===== src/rtl/hsv_core_commit_queue.sv =====
// ============================================================================
// Module   : hsv_core_commit_queue
// Purpose  : Per-execution-unit result queue that sits in front of commit.
//            Results are buffered in issue order. The head entry is presented
//            to commit, which pops it when its commit token matches. This lets
//            the unit keep executing while its oldest result waits for commit.
//            The global flush clears the queue.
// Ports    : clk_core    - core clock
//            rst_core_n  - synchronous active-low reset
//            flush_req   - global flush; empties the queue and blocks traffic
//            in_data     - result from the execution unit
//            in_valid    - the unit presents a result
//            in_ready    - the queue accepts in_data this cycle
//            out_data    - head entry (all zeros when out_valid is low)
//            out_valid   - the head entry is valid
//            out_ready   - commit token match; pops the head
//            count       - current occupancy, 0..DEPTH
//            full        - count == DEPTH
//            empty       - count == 0
// Revision : 1.0 - initial release
// ============================================================================
`default_nettype none

module hsv_core_commit_queue #(
  parameter int DEPTH  = 4,   // power of two, >= 2
  parameter int DATA_W = 64   // $bits(commit_data_t)
) (
  input  logic                        clk_core,
  input  logic                        rst_core_n,
  input  logic                        flush_req,
  input  logic [DATA_W-1:0]           in_data,
  input  logic                        in_valid,
  output logic                        in_ready,
  output logic [DATA_W-1:0]           out_data,
  output logic                        out_valid,
  input  logic                        out_ready,
  output logic [$clog2(DEPTH):0]      count,
  output logic                        full,
  output logic                        empty
);

  localparam int CNT_W = $clog2(DEPTH) + 1;
  localparam int PTR_W = $clog2(DEPTH);

  logic [DATA_W-1:0] r_mem [DEPTH];
  logic [PTR_W-1:0]  r_rd_ptr;
  logic [PTR_W-1:0]  r_wr_ptr;
  logic [CNT_W-1:0]  r_count;

  logic w_full;
  logic w_empty;
  logic w_push;
  logic w_pop;

  // Full/empty decode from the explicit occupancy count, not from pointers.
  assign w_full  = (r_count == CNT_W'(DEPTH));
  assign w_empty = (r_count == '0);

  // No bypass: a pop in the same cycle never opens a full queue.
  assign in_ready  = !w_full && !flush_req;
  assign out_valid = !w_empty && !flush_req;
  // Zero when not valid so commit can OR-reduce the unit outputs.
  assign out_data  = out_valid ? r_mem[r_rd_ptr] : '0;

  assign w_push = in_valid && in_ready;
  assign w_pop  = out_valid && out_ready;

  assign count = r_count;
  assign full  = w_full;
  assign empty = w_empty;

  // Pointer and occupancy state. Reset dominates flush; flush dominates
  // push/pop (already blocked through in_ready/out_valid).
  always_ff @(posedge clk_core) begin
    if (!rst_core_n) begin
      r_rd_ptr <= '0;
      r_wr_ptr <= '0;
      r_count  <= '0;
    end else if (flush_req) begin
      r_rd_ptr <= '0;
      r_wr_ptr <= '0;
      r_count  <= '0;
    end else begin
      if (w_push) begin
        r_wr_ptr <= r_wr_ptr + PTR_W'(1);
      end
      if (w_pop) begin
        r_rd_ptr <= r_rd_ptr + PTR_W'(1);
      end
      case ({w_push, w_pop})
        2'b10:   r_count <= r_count + CNT_W'(1);
        2'b01:   r_count <= r_count - CNT_W'(1);
        default: r_count <= r_count;
      endcase
    end
  end

  // Storage is deliberately not reset; stale entries are never visible
  // because out_data is masked by out_valid.
  always_ff @(posedge clk_core) begin
    if (w_push) begin
      r_mem[r_wr_ptr] <= in_data;
    end
  end

  // Occupancy can never exceed DEPTH since pushes are gated by in_ready.
  always_ff @(posedge clk_core) begin
    if (rst_core_n) begin
      assert (r_count <= CNT_W'(DEPTH))
        else $error("commit queue occupancy above DEPTH");
    end
  end

endmodule

`default_nettype wire


===== config.mk =====
export PLATFORM = sky130hd
export DESIGN_NAME = hsv_core_commit_queue
export DESIGN_NICKNAME = d
export VERILOG_FILES = /design/src/rtl/hsv_core_commit_queue.sv
export SDC_FILE = /design/constraint.sdc
export NUM_CORES = 1
export LEC_CHECK = 0
export BUFFER_PORTS_ARGS = -buffer_cell sky130_fd_sc_hd__buf_4
export CELL_PAD_IN_SITES_DETAIL_PLACEMENT = 1
export CELL_PAD_IN_SITES_GLOBAL_PLACEMENT = 2
export CORE_MARGIN = 2
export CORE_UTILIZATION = 40
export CTS_CLUSTER_DIAMETER = 40
export CTS_CLUSTER_SIZE = 14
export DETAILED_ROUTE_END_ITERATION = 12
export PLACE_DENSITY_LB_ADDON = 0.1
export SLEW_MARGIN = 20
export SYNTH_ARGS = -nofsm -noshare
export SYNTH_HDL_FRONTEND = slang
export SYNTH_SLANG_ARGS = --single-unit
export TNS_END_PERCENT = 30

===== constraint.sdc =====
create_clock -name clk_core -period 4.1 [get_ports clk_core]
set_input_delay 0.205 -clock clk_core [delete_from_list [all_inputs] [get_ports clk_core]]
set_output_delay 0.205 -clock clk_core [all_outputs]
set_load 0.005 [all_outputs]

======== Word-level counts from Yosys, hierarchy flattened ========
Memories as Yosys holds them, arrays and structs flattened. A register that Yosys moved wholly into a read port is not among the register bits.
Cells that the tools add are included.
storage, ports and cells
  flip-flop bits (word level) ............. 7
  word-level logic and storage cells ...... 28
  bits in writable memories ............... 256
  memories ................................ 1
cells by class
  multiplexer cells ....................... 6
  bitwise gates (word level) .............. 1
  equality and inequality tests ........... 3
  reductions and logical operators ........ 10
  add/sub/neg operators ................... 4
memories
  name   depth  bits a word  read ports  clocked after Yosys merged registers in  wr ports  line  RTL
  r_mem  4      64           1           1                                        1         45    logic [DATA_W-1:0] r_mem [DEPTH];
operators with widths
  kind                 number
  $mux 64              1
  $pmux 3 s2           1
  $add 2x1->2 const B  2
  $logic_and 1x1->1    4
  $mux 2               2
  $add 3x1->3 const B  1
  $eq 3x3->1 const B   1
  $logic_not 1->1      3
  $logic_not 3->1      1
  $sub 3x1->3 const B  1
  $eq 2x1->1 const B   1
  $eq 2x2->1 const B   1
  $mux 1               2
  $reduce_bool 2->1    1
  $reduce_or 2->1      1
  $not 1->1            1

======== Logic depth before layout (Yosys ltp) ========
  depth in word-level cells ............... 6
  mapped depth ............................ 9

======== Worst setup path after synthesis ========
No wires, ideal clock.
  kind .................................... reg-to-reg
  from .................................... reg r_count[2] (netlist: count[2])
  to ...................................... reg r_count[2] (netlist: count[2])
  data arrival time ....................... 2.266 ns
  path buffers ............................ 1
  path slack .............................. 1.764 ns
  cell stages (with the launch flop) ...... 10
  clock period less this slack ............ 2.336 ns
  path through ............................ dfxtp_1 -> or3b_1 -> clkbuf_1 -> nand2_1 -> ha_1 -> inv_1 -> fa_1 -> xor2_1 -> or3_2 -> a21oi_1
on the way
  cells in the longest elaborated chain, start to end .. 6
RTL lines
  what                                                    line    RTL
  start: declaration                                      48      logic [CNT_W-1:0] r_count;
  start signal: assignment                                91      2'b10: r_count <= r_count + CNT_W'(1);
  start signal: assignment                                92      2'b01: r_count <= r_count - CNT_W'(1);
  start signal: assignment                                93      default: r_count <= r_count;
  $eq 3x3->1 / $logic_not 3->1 (equally long branches)    56, 57
  $logic_not 1->1, on equally long branches               60, 61
  $logic_and 1x1->1, on equally long branches             60, 61
  $logic_and 1x1->1, on equally long branches             65, 66
  $eq 2x1->1 / $eq 2x2->1 (equally long branches)         90      case ({w_push, w_pop})
  $pmux 3 s2 / $reduce_bool 2->1 (equally long branches)  -
Parallel ways exist; a longest one is shown, timed or not.
A chain may end at the register's enable or synchronous reset.

==> results.json <==
{
  "maxCapViolations": 0,
  "io_buffers": 139,
  "synth.distinct_cells": 31,
  "ys_ff_latch": 265,
  "cp_max_fo": 30,
  "cts_num_sinks": 265,
  "powerDensity_mw_per_mm2": 480,
  "period_needed_ns": 2.79,
  "place_hpwl_um": 12300,
  "multi_input_area_mm2": 0.00218,
  "synth_cells": 464,
  "netlist_top_cells_area": "edfxtp_1, mux4_2, and2_1, dfxtp_1, buf_6",
  "timing.final.crit_share_pct": 68.0,
  "cpPeakStageDelay_ns": 0.78,
  "synth_edf_count": 256,
  "critPathBufInv": 2,
  "path_class": "flop to primary output",
  "areaGrowthSynthToFinish_pct": 33.5,
  "gr-usage-all-layers_pct": 17.2,
  "drc": 0,
  "nets": 769,
  "synth_ff_type": "edfxtp_1",
  "clkTransAtPathRegs_ns": 0.05,
  "tightestPinTransition_ns": 1.04,
  "n_fill_cell": 2289,
  "cp_top_family": "flip-flops",
  "globalplace.congestion": 0.677,
  "num_vias": 5246,
  "yosys_warnings": 0,
  "placed_cells": 919,
  "cts.htree.levels": 2,
  "dr.pass1.iters": 4,
  "critPathRequiredTime_ns": 3.89,
  "status": "finished clean",
  "wl_per_cell_um": 21.1,
  "synth-async-reset-ratio_pct": 0,
  "start_kind": "flop",
  "fin_cells": 1054,
  "grt_overflow": 0,
  "grt_max_degree": 68,
  "ir_drop_v": 0.000354,
  "synthTopCellsByCount": "edfxtp_1, and2_1, mux4_2",
  "pin_count": 140,
  "syn_avg_cell_area_um2": 22.0,
  "syn_area_mm2": 0.0102,
  "r2r-start": "count[2]",
  "crit_path_frequent_cell": "buf_4",
  "yosys.area.top_type": "edfxtp_1",
  "core_area_mm2": 0.0251,
  "die-area_mm2": 0.0268,
  "cts_made_buffers": 38,
  "die_y_um": 164,
  "drv_slew": 0,
  "tns_ns": 0,
  "drive_above_1_share_pct": 39.1,
  "start_util_pct": 40.6,
  "clk_latency_ns": 0.51,
  "yosys.area.top_type_share_pct": 75.4,
  "cp-end-kind": "primary output",
  "cts_resized": 0,
  "grt_pass1_wl_um": 34500,
  "hold_viol": 0,
  "crit_chain": "buf_4, mux4_2, and2_1, buf_4",
  "holdBufCountCts": 65,
  "wirelength_um": 22200,
  "synth_most_common_cell": "edfxtp_1",
  "rsz0062_at_grt": "false",
  "rows": 58,
  "clock.fmax_ghz": 0.359,
  "drt_iter0_drc": 263,
  "grt_pass1_vias": 5899,
  "synthesis.nets": 539,
  "hold_class": "primary input to flop",
  "worstHoldStart": "flush_req",
  "skew_ns": 0.00765,
  "root_buffer": "clkbuf_16",
  "postCtsSetupBuffers": 0,
  "cts_tree": "built",
  "via_per_inst": 4.98,
  "p_leak_uw": 0.00473,
  "slowest_stage": "dfxtp_4",
  "antenna_found_initial": 0,
  "diodes": 0,
  "ys_seq_area_share_pct": 77.1,
  "regArea_mm2": 0.00788,
  "setup_violations": 0,
  "ant_nets": 0,
  "die_w_um": 164,
  "clockBufferDepth": 3,
  "slew_headroom_pct": 30.5,
  "arrival_ns": 2.58
}
==> metrics by stage <==
stage,cell area [um^2],hold WS [ns],power (uW),utilization [%],worst slack [ns]
after floorplan,10200,0.304,3150,-,1.76
after global placement,11600,0.403,3260,46.1,1.70
after detailed placement,11700,0.409,3280,46.5,1.62
after CTS,13600,0.0869,6620,54.2,1.19
after global routing,13600,0.142,6740,54.2,1.09
final,13600,0.108,6530,54.2,1.31
==> cell type report <==
cell class	count	share of cell area, %
inverters	7	0.193
multi-input cells	170	16.0
well taps	330	3.03
clock inverters	23	1.72
flip-flops and latches	265	57.8
repair buffers	212	13.4
clock buffers	47	7.78
==> registers in the layout, summed over array words and instances (netlist names), named ones only <==
name      cells
r_mem       256
r_rd_ptr      2
r_wr_ptr      2
count         3
==> worst paths after layout <==
kind / cells past startpoint / end / slack [ns]
worst max-delay path: 4 / out_data[35] / 1.31
worst min-delay path: 4 / r_wr_ptr[1] / 0.11
worst max register to register: 8 / count[2] / 1.60
worst min register to register: 2 / flop / 0.49
==> worst min-delay path, cell delays in order <==
cell and delay [ns]:
buf_4 0.14, nor2b_1 0.08, nand2_1 0.07, mux2i_1 0.06
==> routing by layer <==
metal | part of all wire [%] | global-route usage [%]
met5 | 0 | 0
met3 | 5.5 | 4.14
met4 | 2.2 | 5.66
met1 | 41 | 22.1
met2 | 51 | 28.9
==> cells in the final DEF (no fill, tap or decap), types with 7 or more instances in the layout <==
cell / count
buf_4: 143
dfxtp_1: 7
inv_1: 7
clkbuf_16: 41
dlygate4sd3_1: 65
clkinv_2: 7
mux4_2: 64
edfxtp_1: 256
and2_1: 64
==> kinds of logic after synthesis <==
logic type | synth area share (%)
muxes | 14.2
xor gates and xnor gates | 0.172
AOI/OAI and AO/OA | 0.650
and+or+nand+nor | 5.29
buffers and inverters | 1.71
DFF | 77.1
adders and majority gates | 0.810
==> power by group <==
group | internal [uW] | leakage (uW) | switching (uW)
Clock | 2090 | 0.000636 | 1170
Combinational | 143 | 0.00170 | 106
Sequential | 3010 | 0.00240 | 10.9
No activity file was read; power rests on OpenSTA's default activity.
